$ cat config.mk
export PLATFORM = sky130hd
export DESIGN_NAME = word_reader_b
export DESIGN_NICKNAME = d
export VERILOG_FILES = /design/src/rtl/word_reader_b.sv
export SDC_FILE = /design/constraint.sdc
export NUM_CORES = 1
export LEC_CHECK = 0
export ABC_AREA = 1
export ABC_CLOCK_PERIOD_IN_PS = 7600
export CAP_MARGIN = 20
export CORE_MARGIN = 2
export CORE_UTILIZATION = 50
export CTS_CLUSTER_SIZE = 40
export DETAILED_ROUTE_END_ITERATION = 8
export GPL_TIMING_DRIVEN = 0
export PLACE_DENSITY = 0.78
export SLEW_MARGIN = 20
export SYNTH_ARGS = -nofsm -noshare
export SYNTH_HDL_FRONTEND = slang
export SYNTH_SLANG_ARGS = --single-unit
$ cat constraint.sdc
create_clock -name CLK -period 7.6 [get_ports CLK]
set_clock_uncertainty 0.1 [all_clocks]
set_input_delay 1.14 -clock CLK [delete_from_list [all_inputs] [get_ports CLK]]
set_output_delay 1.14 -clock CLK [all_outputs]
set_load 0.02 [all_outputs]
$ cat src/rtl/word_reader_b.sv
`default_nettype none
// ============================================================================
// Module   : word_reader_b
// Purpose  : Reads one plain word out of the 8-bit word storage, drops the
//            '\0' terminator and padding, and streams the characters as a
//            valid/ready byte stream tagged with word_id and last/zero-length/
//            list-end flags. Releases the storage (st_set_empty) right after
//            the final storage read so the list stage can refill while the
//            buffered bytes drain.
// Ports    : CLK, reset_n (async, active low)
//            st_dout / st_rd_addr / st_empty / st_set_empty : storage side
//            word_id_in / word_list_end_in                  : stored word tags
//            dout / dout_valid / dout_ready / dout_last /
//            dout_zero_len / dout_list_end / word_id        : output stream
// Revision : 1.0 - initial release
// ============================================================================
module word_reader_b #(
    parameter  int WORD_MAX_LEN = 8,
    localparam int ADDR_W       = (WORD_MAX_LEN > 1) ? $clog2(WORD_MAX_LEN) : 1
) (
    input  logic              CLK,
    input  logic              reset_n,
    input  logic [7:0]        st_dout,
    output logic [ADDR_W-1:0] st_rd_addr,
    input  logic              st_empty,
    output logic              st_set_empty,
    input  logic [15:0]       word_id_in,
    input  logic              word_list_end_in,
    output logic [7:0]        dout,
    output logic              dout_valid,
    input  logic              dout_ready,
    output logic              dout_last,
    output logic              dout_zero_len,
    output logic              dout_list_end,
    output logic [15:0]       word_id
);

    localparam logic [ADDR_W-1:0] LAST_IDX = ADDR_W'(WORD_MAX_LEN - 1);

    typedef enum logic [2:0] {
        S_IDLE     = 3'd0,
        S_START    = 3'd1,
        S_READ     = 3'd2,
        S_RELEASE  = 3'd3,
        S_DRAIN    = 3'd4,
        S_END_BEAT = 3'd5
    } state_t;

    state_t            r_state, w_state_nxt;
    logic [ADDR_W-1:0] r_addr;
    logic              r_all_issued;     // index WORD_MAX_LEN-1 already requested
    logic              r_rd_vld;         // st_dout carries a requested byte this cycle
    logic [ADDR_W-1:0] r_rd_idx;         // index of that byte
    logic [7:0]        r_pend;           // byte waiting for its successor
    logic              r_pend_final;     // r_pend is the last byte of a full-length word
    logic [15:0]       r_word_id;
    logic              r_list_end;
    logic              r_end_pulsed;

    // Skid buffer entries: {zero_len, last, data}
    logic [9:0]        r_buf [2];
    logic              r_wptr, r_rptr;
    logic [1:0]        r_count;

    logic              w_issue, w_push, w_pop, w_term;
    logic              w_pend_load, w_pend_final_set, w_pend_final_clr;
    logic [9:0]        w_push_entry;
    logic [2:0]        w_fill;
    logic [9:0]        w_head;

    assign w_pop  = (r_count != 2'd0) && dout_ready;
    assign w_head = r_buf[r_rptr];

    always_ff @(posedge CLK or negedge reset_n) begin
        if (!reset_n) begin
            r_state      <= S_IDLE;
            r_addr       <= '0;
            r_all_issued <= 1'b0;
            r_rd_vld     <= 1'b0;
            r_rd_idx     <= '0;
            r_pend       <= 8'd0;
            r_pend_final <= 1'b0;
            r_word_id    <= 16'd0;
            r_list_end   <= 1'b0;
            r_end_pulsed <= 1'b0;
            r_buf[0]     <= 10'd0;
            r_buf[1]     <= 10'd0;
            r_wptr       <= 1'b0;
            r_rptr       <= 1'b0;
            r_count      <= 2'd0;
        end else begin
            r_state <= w_state_nxt;

            if (w_issue) begin
                r_rd_vld <= 1'b1;
                r_rd_idx <= r_addr;
                // Saturate at the last index so the address never wraps.
                if (r_addr == LAST_IDX) begin
                    r_all_issued <= 1'b1;
                end else begin
                    r_addr <= r_addr + 1'b1;
                end
            end else begin
                r_rd_vld <= 1'b0;
            end

            if (w_state_nxt == S_IDLE) begin
                r_addr       <= '0;
                r_all_issued <= 1'b0;
            end

            if (r_state == S_IDLE && w_state_nxt == S_START) begin
                r_word_id  <= word_id_in;
                r_list_end <= word_list_end_in;
            end

            if (w_pend_load) begin
                r_pend <= st_dout;
            end
            if (w_pend_final_set) begin
                r_pend_final <= 1'b1;
            end else if (w_pend_final_clr) begin
                r_pend_final <= 1'b0;
            end

            r_end_pulsed <= (r_state == S_END_BEAT);

            if (w_push) begin
                r_buf[r_wptr] <= w_push_entry;
                r_wptr        <= ~r_wptr;
            end
            if (w_pop) begin
                r_rptr <= ~r_rptr;
            end
            r_count <= r_count + {1'b0, w_push} - {1'b0, w_pop};
        end
    end

    always_comb begin
        w_state_nxt      = r_state;
        w_issue          = 1'b0;
        w_push           = 1'b0;
        w_push_entry     = 10'd0;
        w_pend_load      = 1'b0;
        w_pend_final_set = 1'b0;
        w_pend_final_clr = 1'b0;
        w_term           = 1'b0;
        w_fill           = 3'd0;

        case (r_state)
            S_IDLE: begin
                // Address is 0 here, so byte 0 is requested in the same cycle
                // the word is seen; this keeps first-beat latency at 3 cycles.
                if (!st_empty) begin
                    w_issue     = 1'b1;
                    w_state_nxt = S_START;
                end
            end

            S_START, S_READ: begin
                if (r_state == S_START && r_list_end) begin
                    w_state_nxt = S_END_BEAT;
                end else begin
                    w_state_nxt = S_READ;
                    if (r_rd_vld) begin
                        if (r_rd_idx == '0) begin
                            if (st_dout == 8'd0) begin
                                w_push       = 1'b1;
                                w_push_entry = {1'b1, 1'b1, 8'd0};
                                w_term       = 1'b1;
                            end else if (r_rd_idx == LAST_IDX) begin
                                w_push       = 1'b1;
                                w_push_entry = {1'b0, 1'b1, st_dout};
                                w_term       = 1'b1;
                            end else begin
                                w_pend_load  = 1'b1;
                            end
                        end else if (st_dout == 8'd0) begin
                            w_push       = 1'b1;
                            w_push_entry = {1'b0, 1'b1, r_pend};
                            w_term       = 1'b1;
                        end else begin
                            // Successor is a real character: the held byte is
                            // not last. A full-length final byte is pushed later.
                            w_push       = 1'b1;
                            w_push_entry = {1'b0, 1'b0, r_pend};
                            w_pend_load  = 1'b1;
                            if (r_rd_idx == LAST_IDX) begin
                                w_pend_final_set = 1'b1;
                                w_term           = 1'b1;
                            end
                        end
                    end
                    // Request another byte only if the buffer is guaranteed a
                    // free slot when that byte returns next cycle.
                    w_fill = {1'b0, r_count} + {2'b00, w_push} - {2'b00, w_pop};
                    if (w_term) begin
                        w_state_nxt = S_RELEASE;
                    end else if (!r_all_issued && (w_fill <= 3'd1)) begin
                        w_issue = 1'b1;
                    end
                end
            end

            S_RELEASE, S_DRAIN: begin
                if (r_pend_final && ((r_count != 2'd2) || w_pop)) begin
                    w_push           = 1'b1;
                    w_push_entry     = {1'b0, 1'b1, r_pend};
                    w_pend_final_clr = 1'b1;
                end
                if (r_state == S_RELEASE) begin
                    w_state_nxt = S_DRAIN;
                end else if (r_count == 2'd0 && !r_pend_final) begin
                    w_state_nxt = S_IDLE;
                end
            end

            S_END_BEAT: begin
                if (dout_ready) begin
                    w_state_nxt = S_IDLE;
                end
            end

            default: begin
                w_state_nxt = S_IDLE;
            end
        endcase
    end

    assign st_rd_addr    = r_addr;
    assign st_set_empty  = (r_state == S_RELEASE) || (r_state == S_END_BEAT && !r_end_pulsed);
    assign dout_list_end = (r_state == S_END_BEAT);
    assign dout_valid    = dout_list_end || (r_count != 2'd0);
    assign dout          = (r_count != 2'd0) ? w_head[7:0] : 8'd0;
    assign dout_last     = dout_list_end || ((r_count != 2'd0) && w_head[8]);
    assign dout_zero_len = (r_count != 2'd0) && w_head[9];
    assign word_id       = r_word_id;

endmodule
`default_nettype wire
## Word-level counts from Yosys, hierarchy flattened

Index checks and enable logic that the tools add are counted.

- $add $sub $neg: 5
- Order comparisons: 4
- Equality and inequality tests: 10
- Multiplexer cells: 61
- Bitwise operators: 4
- Reductions and logical operators: 30

Operators by type and width:

| cell | count |
|---|---|
| $mux 10 | 8 |
| $mux 1 | 35 |
| $mux 9 | 3 |
| $mux 3 | 8 |
| $bwmux 20 | 1 |
| $pmux 10 s2 | 1 |
| $eq 3x3->1 const B | 4 |
| $pmux 3 s4 | 1 |
| $demux 10 s1 | 1 |
| $logic_and 1x1->1 | 10 |
| $logic_not 3->1 | 3 |
| $logic_not 8->1 | 1 |
| $mux 8 | 1 |
| $reduce_bool 2->1 | 4 |
| $eq 3x1->1 const B | 2 |
| $eq 3x2->1 const B | 2 |
| $ge 2x2->1 const B | 2 |
| $logic_or 1x1->1 | 4 |
| $not 1->2 | 2 |
| $pmux 1 s2 | 2 |
| $reduce_and 2->1 | 2 |
| $reduce_or 2->1 | 2 |
| $add 2x1->3 | 1 |
| $add 3x1->3 const B | 1 |
| other kinds (10) | 13 |

- Register bits: 62
- Input bits: 29

## Logic depth before layout (Yosys ltp)

- Depth after elaboration: 17
- Depth in mapped cells: 19

## Worst setup path after synthesis

OpenSTA, ideal clock, no wires.

- Kind: in2reg
- Start: in st_dout[6]
- End: reg r_addr[2], in the netlist st_rd_addr[2]
- Setup time: 0.122 ns
- Data arrival time: 3.164 ns
- Setup slack: 4.213 ns
- Stages: 17
- Path buffers: 0
- Cell sequence: nor2_1 -> nand2_1 -> nor2_1 -> o21ai_0 -> ha_1 -> inv_1 -> ha_1 -> inv_1 -> fa_1 -> a21oi_1 -> nand3_1 -> nor2_1 -> nand3_1 -> nand2_2 -> nand2_1 -> nand2_1 -> a21oi_1

- Word-level cells in the longest chain between the ends: 16
- Elaborated cells between the ends (all ways): 25
- Those cells by class: 2 x add/sub; 1 x order compare; 1 x eq/ne; 16 x mux; 5 x reduce/logical

Ends and longest elaborated chain:

| element | line | source |
|---|---|---|
| from (decl) | 23 | `input logic [7:0] st_dout,` |
| $logic_not 8->1 * | 167, 178 |  |
| $mux 1 * | 167, 178 |  |
| $mux 1 | 166 | `if (r_rd_idx == '0) begin` |
| $mux 1 | 165 | `if (r_rd_vld) begin` |
| $mux 1 | 161 | `if (r_state == S_START && r_list_end) begin` |
| $mux 1 | 150 | `case (r_state)` |
| $add 2x1->3 | 196 | `w_fill = {1'b0, r_count} + {2'b00, w_push} - {2'b00, w_pop};` |
| $sub 3x1->3 | 196 |  |
| $le 3x1->1 | 199 | `end else if (!r_all_issued && (w_fill <= 3'd1)) begin` |
| $logic_and 1x1->1 | 199 |  |
| $mux 1 | 199 |  |
| $mux 1 * | 197 | `if (w_term) begin` |
| $mux 1 * | 161 |  |
| $pmux 1 s2 * | 150 |  |
| net w_issue | 65 | `logic w_issue, w_push, w_pop, w_term;` |
| $reduce_bool 2->1 (no source line) * | n/a |  |
| $reduce_and 2->1 (no source line) * | n/a |  |
| to (signal assigned) | 101 | `r_addr <= r_addr + 1'b1;` |
| to (decl) | 50 | `logic [ADDR_W-1:0] r_addr;` |

The timed path passes the listed nets; every way through them passes the cells marked *. The select of a mux whose other input is x is not followed.
A chain may end at the register's enable or synchronous reset.

## Worst setup path in the final report

- Start: in st_dout[4]
- End: reg r_addr[2], in the netlist st_rd_addr[2]

The elaborated chain is that of the path after synthesis.

==> run_results.csv <==
group,metric,value,unit
run_status,outcome,"finished clean",
finish,syn2layout_area_growth,30.8,%
logic_synthesis,synthMuxAreaShare,6.53,%
sta,finalHoldViolations,0,
pwr,finalPower,1.51,mW
place,numPortBuffers,60,
global_route,grt.total_usage,21.3,%
finish,drive_gt1_share,16.8,%
logic_synthesis,synth_compound_area_share,7.81,%
min_path,hold_path.class,"flip-flop to flip-flop",
critical_path,cp-start-kind,"primary input",
detailed_routing,ant_nets,0,
critical_path,path_class,"primary input to flip-flop",
logic_synthesis,synth_simple_gate_area_share,23.8,%
clocking,cts.clk_slew.worst_paths,60,ps
die,rows,27,
logic_synthesis,synth_cell_types,31,
detailed_routing,wl_per_cell,13.2,um
die,io_pins,61,
logic_synthesis,synth_xor_area_share,0.896,%
flow_run,maxCapViolCount,0,
clocking,tritoncts,"built",
die,chipWidth,80.6,um
critical_path,critPathRequiredTime,7760,ps
pwr,p_per_area,394,nW/um^2
place,dpl_worst_slack,3370,ps
detailed_routing,post-route-drc-count,0,
critical_path,crit_slowest_cell,"clkdlybuf4s50_1",
sta,fmax,258,MHz
pwr,ir_drop,0.232,mV
logic_synthesis,synth_seq_cells,62,
clocking,cts_resized,0,
logic_synthesis,ys_warn_count,0,
critical_path,max_stage_delay,420,ps
die,die_area,6490,sq um
sta,setup_slack,3720,ps
finish,final_cell_mix,"nand2_1, dfrtp_1, clkdlybuf4s50_1, inv_1, nand3_1",
logic_synthesis,synthAdderAreaFrac,3.24,%
detailed_routing,route.vias.total,2311,
sta,setup_tns,0,ps
critical_path,cp.arrival,4040,ps
global_route,grt_antenna_before_repair,0,
global_route,grt_pass1_wl,10.5,mm
global_route,grt_overflow,0,
clocking,cts.path.max_buffers,2,
sta,finalSetupViolCount,0,
critical_path,critPathMaxFanout,10,
pwr,power_leakage,1.82,nW
die,start_util,52.6,%
detailed_routing,wl,6.06,mm
clocking,htreeDepth,3,
finish,insertedDiodeCount,0,
logic_synthesis,syn-num-nets,350,
detailed_routing,drtIter0Drc,102,
clocking,post_cts.repair.setup_buffers,0,
sta,worstMarginPinSlew,535,ps
clocking,clk_latency,330,ps
sta,drv_slew,0,
logic_synthesis,synthesis.area,2930,sq um
finish,final_common_cell,"nand2_1",
sta,post-route-period-util,51.0,%
critical_path,path_cells,"clkdlybuf4s50_1 -> nor2_1 -> nand2_1 -> nor2_1 -> o21ai_0 -> ha_1 -> inv_1 -> ha_1 -> inv_1 -> fa_1 -> a21oi_1 -> nand3_1 -> nor2_1 -> nand3_1 -> nand2_2 -> nand3_1 -> a21oi_1",
clocking,ctsHoldBuffers,0,
sta,relSlewSlack,64.4,%
clocking,cts_buffers,9,
detailed_routing,post_drt_via_cell_ratio,5.02,
place,dpl-instance-area,3640,sq um
finish,final_nets,422,
clocking,clock-sinks,62,
global_route,grt_pass1_vias,2352,
global_route,grt_start_max_net_pins,42,
clocking,cts-root-buf,"clkbuf_8",
die,coreArea,5570,sq um
logic_synthesis,synth_area_per_cell,9.34,sq um
detailed_routing,drt_first_pass_iters,5,
place,hpwl,4.49,mm
logic_synthesis,syn_inst,314,
sta,rsz0062_at_grt,"no",
die,die_height,80.6,um
finish,fin_area,3840,sq um
logic_synthesis,synth_top_family_by_area,"simple AND/OR/NAND/NOR gates",
critical_path,worst_setup_path_end_kind,"flip-flop",
place,place_congestion,0.788,
sta,fin_crit,3880,ps
logic_synthesis,yosysSeqAreaShare,52.9,%
-- cells by family after synthesis --
family / after synthesis
simple gates: 158
flops: 62
compound gates: 35
buf+inv: 32
mux: 17
fa+ha+maj: 7
xor+xnor: 3
-- per-layer routing --
layer  track usage, %  share of wire (%)  vias up
li1                 -                  -     1154
met2             32.9                 47       81
met3             8.20                7.3       14
met5                0                  0        -
met1             27.3                 44     1062
met4             7.63                1.8        0
-- through the flow --
stage	cells	util (%)	hold WS, ps
after CTS	460	68.8	374
final	460	68.8	372
after global routing	460	68.8	393
after floorplan	314	-	336
after detailed placement	447	65.3	358
after global placement	446	65.0	355
-- synth_stat cells --
cell	n	share of area, %
nand2_8	1	0.68
clkbuf_1	2	0.26
xnor2_1	1	0.30
inv_4	1	0.21
nand2_1	106	14
buf_2	2	0.34
a21oi_1	13	2.2
nand2_2	4	0.85
fa_1	1	0.68
clkinv_1	1	0.13
ha_1	6	2.6
o22ai_1	2	0.43
dfrtp_1	62	53
inv_2	2	0.26
inv_1	22	2.8
nor2_1	16	2.0
nor3_1	1	0.17
nand2_4	3	1.2
xor2_1	2	0.60
buf_6	2	0.77
o21ai_0	7	1.2
nand4_1	1	0.21
nand3_2	1	0.34
nand3b_1	2	0.51
nor2_2	4	0.85
nor2_4	1	0.38
mux2_2	17	6.5
o21a_1	1	0.26
o211ai_2	1	0.43
o21ai_2	11	3.3
nand3_1	18	3.1
-- final timing paths --
kind                                              start                        end  slack (ps)  cells after the start
min in group asynchronous                       reset_n       r_buf[0]$_DFFE_PN0P_         590                      1
worst max register to register  r_rd_idx[2]$_DFFE_PN0P_  st_rd_addr[2]$_DFFE_PN0P_        4330                     15
worst min-delay path              r_buf[11]$_DFFE_PN0P_      r_buf[11]$_DFFE_PN0P_         370                      2
worst min register to register    r_buf[11]$_DFFE_PN0P_      r_buf[11]$_DFFE_PN0P_         370                      2
max in group asynchronous                       reset_n     word_id[4]$_DFFE_PN0P_        6310                      2
worst max-delay path                         st_dout[4]  st_rd_addr[2]$_DFFE_PN0P_        3720                     17
-- where the power goes --
group / internal (mW) / switching [mW]
logic: 0.296 / 0.375
clock network: 0.173 / 0.117
registers: 0.463 / 0.0884
total: 0.932 / 0.580
-- area by class of cell --
| cell class | instances | area (sq um) |
|---|---|---|
| flip-flops and latches | 62 | 1550 |
| inverters | 26 | 100 |
| fillers | 447 | 1740 |
| well taps | 72 | 90.1 |
| plain buffers | 6 | 40.0 |
| clock inverters | 1 | 30.0 |
| repair buffers | 61 | 618 |
| multi-input cells | 220 | 1240 |
| clock buffers | 12 | 165 |
-- state kept, by name, summed over array words and instances, names as in the netlist --
register,count
r_rptr,1
word_id,16
r_rd_vld,1
r_wptr,1
r_rd_idx,3
r_list_end,1
st_rd_addr,3
r_state,3
r_buf,20
r_count,2
r_end_pulsed,1
r_pend_final,1
r_all_issued,1
r_pend,8
-- critical path, delay by kind of cell --
| kind | cells | cell delay (ps) |
|---|---|---|
| AND/OR/NAND/NOR | 8 | 1120 |
| adder cells (fa/ha/maj) | 3 | 800 |
| buffers and inverters | 3 | 530 |
| AO/OA/AOI/OAI | 3 | 460 |
Power figures use the tool's default switching activity.
==> edit 1 (same flow settings) <==
Reset style: synchronous (`reset_n`), changed in one clocked block. Comments in the files are not updated.
--- a/src/rtl/word_reader_b.sv
+++ b/src/rtl/word_reader_b.sv
@@ -73,3 +73,3 @@
 
-    always_ff @(posedge CLK or negedge reset_n) begin
+    always_ff @(posedge CLK) begin
         if (!reset_n) begin
Behaviour: differs if reset_n is asserted again (counterexample within 4 cycles, from zero or initial values and one cycle with reset_n low); with reset_n held inactive, the same outputs for 4 cycles.
==> edit 1 against the original RTL <==
Sequential cell count increased by 1; wire length decreased by 1.8%; final area decreased by 3.8%; global-route usage decreased by 0.53 points; worst setup slack improved by 120 ps; non-clock buffer count increased by 4; synthesized area decreased by 3.8%; power decreased by 30%; sequential power decreased by 23%; count of clock-buffer cells in the layout decreased by 2; largest cell class unchanged.
==> edit 1: results (changes against the original RTL) <==
- The pin count of the biggest net entering global routing is 11 (-74%).
- The placer's final routability congestion estimate is 0.849 (+7.7%).
- The async set-reset flop share out of synthesis is 0% (-100 points).
- The run finished with clean final reports.
- In this run the critical register-to-register path is launched from r_count[1]$_SDFF_PN0_.
- The synthesized netlist net count came to 377 (+7.7%).
- The remaining max-slew budget at the tightest pin is 68.5% (+4.1 points).
- The post-synthesis mux area share is 0% (-6.5 points).
- The count of cells along the worst hold path was 1 (-1).
- The internal power of the cells was 0.693 mW (-26%).
- The routed wire length on met3 came to 301 um (-32%).
- Sorting the synthesized cells by area gives the leading types as sky130_fd_sc_hd__dfxtp_1 (31%), sky130_fd_sc_hd__edfxtp_1 (21%), sky130_fd_sc_hd__nor2_1 (13%), sky130_fd_sc_hd__nand2_1 (7.6%), sky130_fd_sc_hd__o21ai_0 (5.5%).
- The top flip-flop cell by instance count after synthesis is sky130_fd_sc_hd__dfxtp_1.
- The vias after detailed routing is 2419 (+4.7%).
- The number of global-route vias before repair is 2348 (-0.17%).
- The xor and xnor fraction of the mapped netlist area came to 0.310% (-0.59 points).
- The worst supply voltage drop on vdd came to 0.000163 V (-30%).
- The post-layout net count was 448 (+6.2%).
- The global router's overall resource usage is 20.8% (-0.53 points).
- The share of final-layout standard cells stronger than drive strength 1 is 9.83% (-6.9 points).
- The critical path depth is 20 (+3).
- The clock-net power is 0.269 mW (-7.2%).
- The half-perimeter wire length of the detailed placement result came to 4360 um (-3.0%).
- The beginning of the critical path is st_dout[0].
- The setup slack after placement came to 3470 ps (+104 ps).
- The startpoint of the worst hold path is r_rptr$_SDFFE_PN0P_.
- The commonest cells after synthesis are sky130_fd_sc_hd__nor2_1 (94), sky130_fd_sc_hd__nand2_1 (57), sky130_fd_sc_hd__dfxtp_1 (43), sky130_fd_sc_hd__o21ai_0 (31), sky130_fd_sc_hd__edfxtp_1 (20).
- The post-synthesis compound-gate area fraction came to 10.5% (+2.7 points).
- The DRC violation total after the first TritonRoute iteration is 176 (+73%).
- The met1 usage is 23.3% (-4.0 points).
- The met3 usage in global routing is 5.68% (-2.5 points).
edit 1: changes by cell type after synthesis, sizes merged, moves of 3 or more:
cell    delta
nor2      +82
dfxtp     +43
edfxtp    +20
o21ai     +16
dfrtp     -62
nand2     -51
mux2      -17
nand3     -12
clkbuf     +6
a21oi      +3
edit 1: cell type report:
type / count / area (um^2)
Multi-Input combinational cell: 241 / 1200
Sequential cell: 63 / 1460
Fill cell: 483 / 1780
Inverter: 26 / 100
Tap cell: 72 / 90.1
Clock inverter: 6 / 51.3
Timing Repair Buffer: 60 / 601
Clock buffer: 10 / 128
Buffer: 11 / 63.8
edit 1: per-stage QoR:
step | power, mW | hold WS (ps) | std cells
global route | 1.13 | 387 | 489
global placement | 0.795 | 338 | 473
detailed placement | 0.808 | 354 | 473
finish | 1.07 | 371 | 489
floorplan | 0.663 | 326 | 341
CTS | 1.07 | 370 | 489
==> edit 2 (config.mk and constraints unchanged) <==
Without the edit above. The parameter `WORD_MAX_LEN` goes from 8 to 16.
--- a/src/rtl/word_reader_b.sv
+++ b/src/rtl/word_reader_b.sv
@@ -17,3 +17,3 @@
 module word_reader_b #(
-    parameter  int WORD_MAX_LEN = 8,
+    parameter  int WORD_MAX_LEN = 16,
     localparam int ADDR_W       = (WORD_MAX_LEN > 1) ? $clog2(WORD_MAX_LEN) : 1
Ports: changed (resized st_rd_addr); port bits go from 61 to 62. No check against the original RTL was run, so the function may have changed too.
==> edit 2 against the original RTL <==
Final area increased by 4.0%; sequential cell count increased by 2; worst setup slack improved by 12 ps; worst hold slack improved by 1.1 ps; wire length increased by 11%; cell count increased by 10%; global-route usage increased by 0.83 points; synthesized area increased by 4.6%; power decreased by 2.8%; sequential share of layout area decreased by 0.29 points; count of clock-buffer cells in the layout increased by 1; critical path type unchanged.
==> edit 2: results (changes against the original RTL) <==
- The flow ran to the end, and the final reports show no timing, DRC or antenna violations.
- The highest cell delay on the worst timing path is 490 ps (+70 ps).
- The tightest min-delay check is of the reg -> reg type.
- The wire length of the first global-routing pass is 11200 um (+7.1%).
- The area share of fa/ha/maj cells after synthesis is 2.69% (-0.55 points).
- The count of port buffers added during placement came to 61 (+1.7%).
- The maximum fanout count along the critical path is 9 (-1).
- The leakage power summed over all cells was 1.94 nW (+6.4%).
- The number of global-route vias before repair came to 2537 (+7.9%).
- The filler-free cell count of the finished design is 508 (+10%).
- The xor and xnor fraction of the mapped netlist area is 1.43% (+0.53 points).
- The clock network fraction of design power is 18.9% (-0.3 points).
- The post-synthesis mux area share is 0% (-6.5 points).
- The setup slack after placement is 3500 ps (+135 ps).
- The length of the first detailed-routing pass in iterations came to 4 (-1).
- The share of final-layout standard cells stronger than drive strength 1 is 13.6% (-3.1 points).
- By count the netlist is led by sky130_fd_sc_hd__nand2_1 (146), sky130_fd_sc_hd__dfrtp_1 (64), sky130_fd_sc_hd__nand3_1 (22), sky130_fd_sc_hd__inv_1 (19), sky130_fd_sc_hd__nor2_1 (14).
- The global router's overall resource usage is 22.1% (+0.83 points).
- The final wirelength was 6730 um (+11%).
- The register area share after synthesis is 52.2% (-0.70 points).
- The placer's final routability congestion estimate is 0.831 (+5.5%).
- The post-layout net count is 464 (+10%).
- The half-perimeter wire length of the detailed placement result came to 4800 um (+6.7%).
- The slowest stage cell on the critical path is sky130_fd_sc_hd__fa_1.
- The DRC violation total after the first TritonRoute iteration is 112 (+9.8%).
- The worst endpoint data arrival time is 3990 ps (-50 ps).
- The worst supply voltage drop on vdd is 0.000238 V (+2.6%).
- The average vias per placed instance came to 5.05 (+0.54%).
- The synthesized instance count is 356 (+13%).
- The pin count of the biggest net entering global routing is 46 (+9.5%).
- The sequential power share is 36.7% (+0.2 points).
- The cell depth of the worst flop-to-flop path is 17 (+2).
- The synthesized netlist net count was 391 (+12%).
- The number of placed cells counting well taps is 493 (+10%).
-- edit 2: changes by cell type in the layout (fill, tap and decap cells not counted), sizes merged, moves of 2 or more --
cell,unedited run,this run
buf,6,10
clkbuf,14,16
clkinv,1,3
dfrtp,62,64
mux2,17,0
nand2,114,153
nand3,19,25
nor2,21,19
o21ai,18,28
-- edit 2: routing by layer --
layer	vias to the layer above	part of all wire [%]	track usage (%)	wire, um
li1	1277	-	-	-
met1	1204	44	27.3	2940
met2	68	50	36.5	3340
met3	17	4.9	5.65	329
met4	0	1.9	10.3	125
met5	-	0	0	0
-- edit 2: path summary, 6_finish.rpt --
path                                          from                   endpoint
min in group asynchronous                  reset_n       r_count[0]$_DFF_PN0_
max in group asynchronous                  reset_n     word_id[1]$_DFFE_PN0P_
max                                     st_dout[6]  st_rd_addr[2]$_DFFE_PN0P_
min reg2reg                  r_pend[1]$_DFFE_PN0P_      r_pend[1]$_DFFE_PN0P_
min                          r_pend[1]$_DFFE_PN0P_      r_pend[1]$_DFFE_PN0P_
max reg2reg                r_rd_idx[1]$_DFFE_PN0P_  st_rd_addr[2]$_DFFE_PN0P_
-- edit 2: layout make-up --
type,instances,area [um^2]
plain buffers,11,82.6
clock buffers,13,179
clock inverters,2,12.5
fillers,490,1930
inverters,26,98.8
multi-input cells,255,1280
flip-flops and latches,64,1600
well taps,75,93.8
repair buffers,62,636
-- edit 2: stage by stage --
stage / cell area [um^2] / hold slack, ps
after floorplan: 3070 / 336
after global placement: 3770 / 354
after detailed placement: 3800 / 360
after CTS: 3990 / 377
after global routing: 3990 / 410
final: 3990 / 373
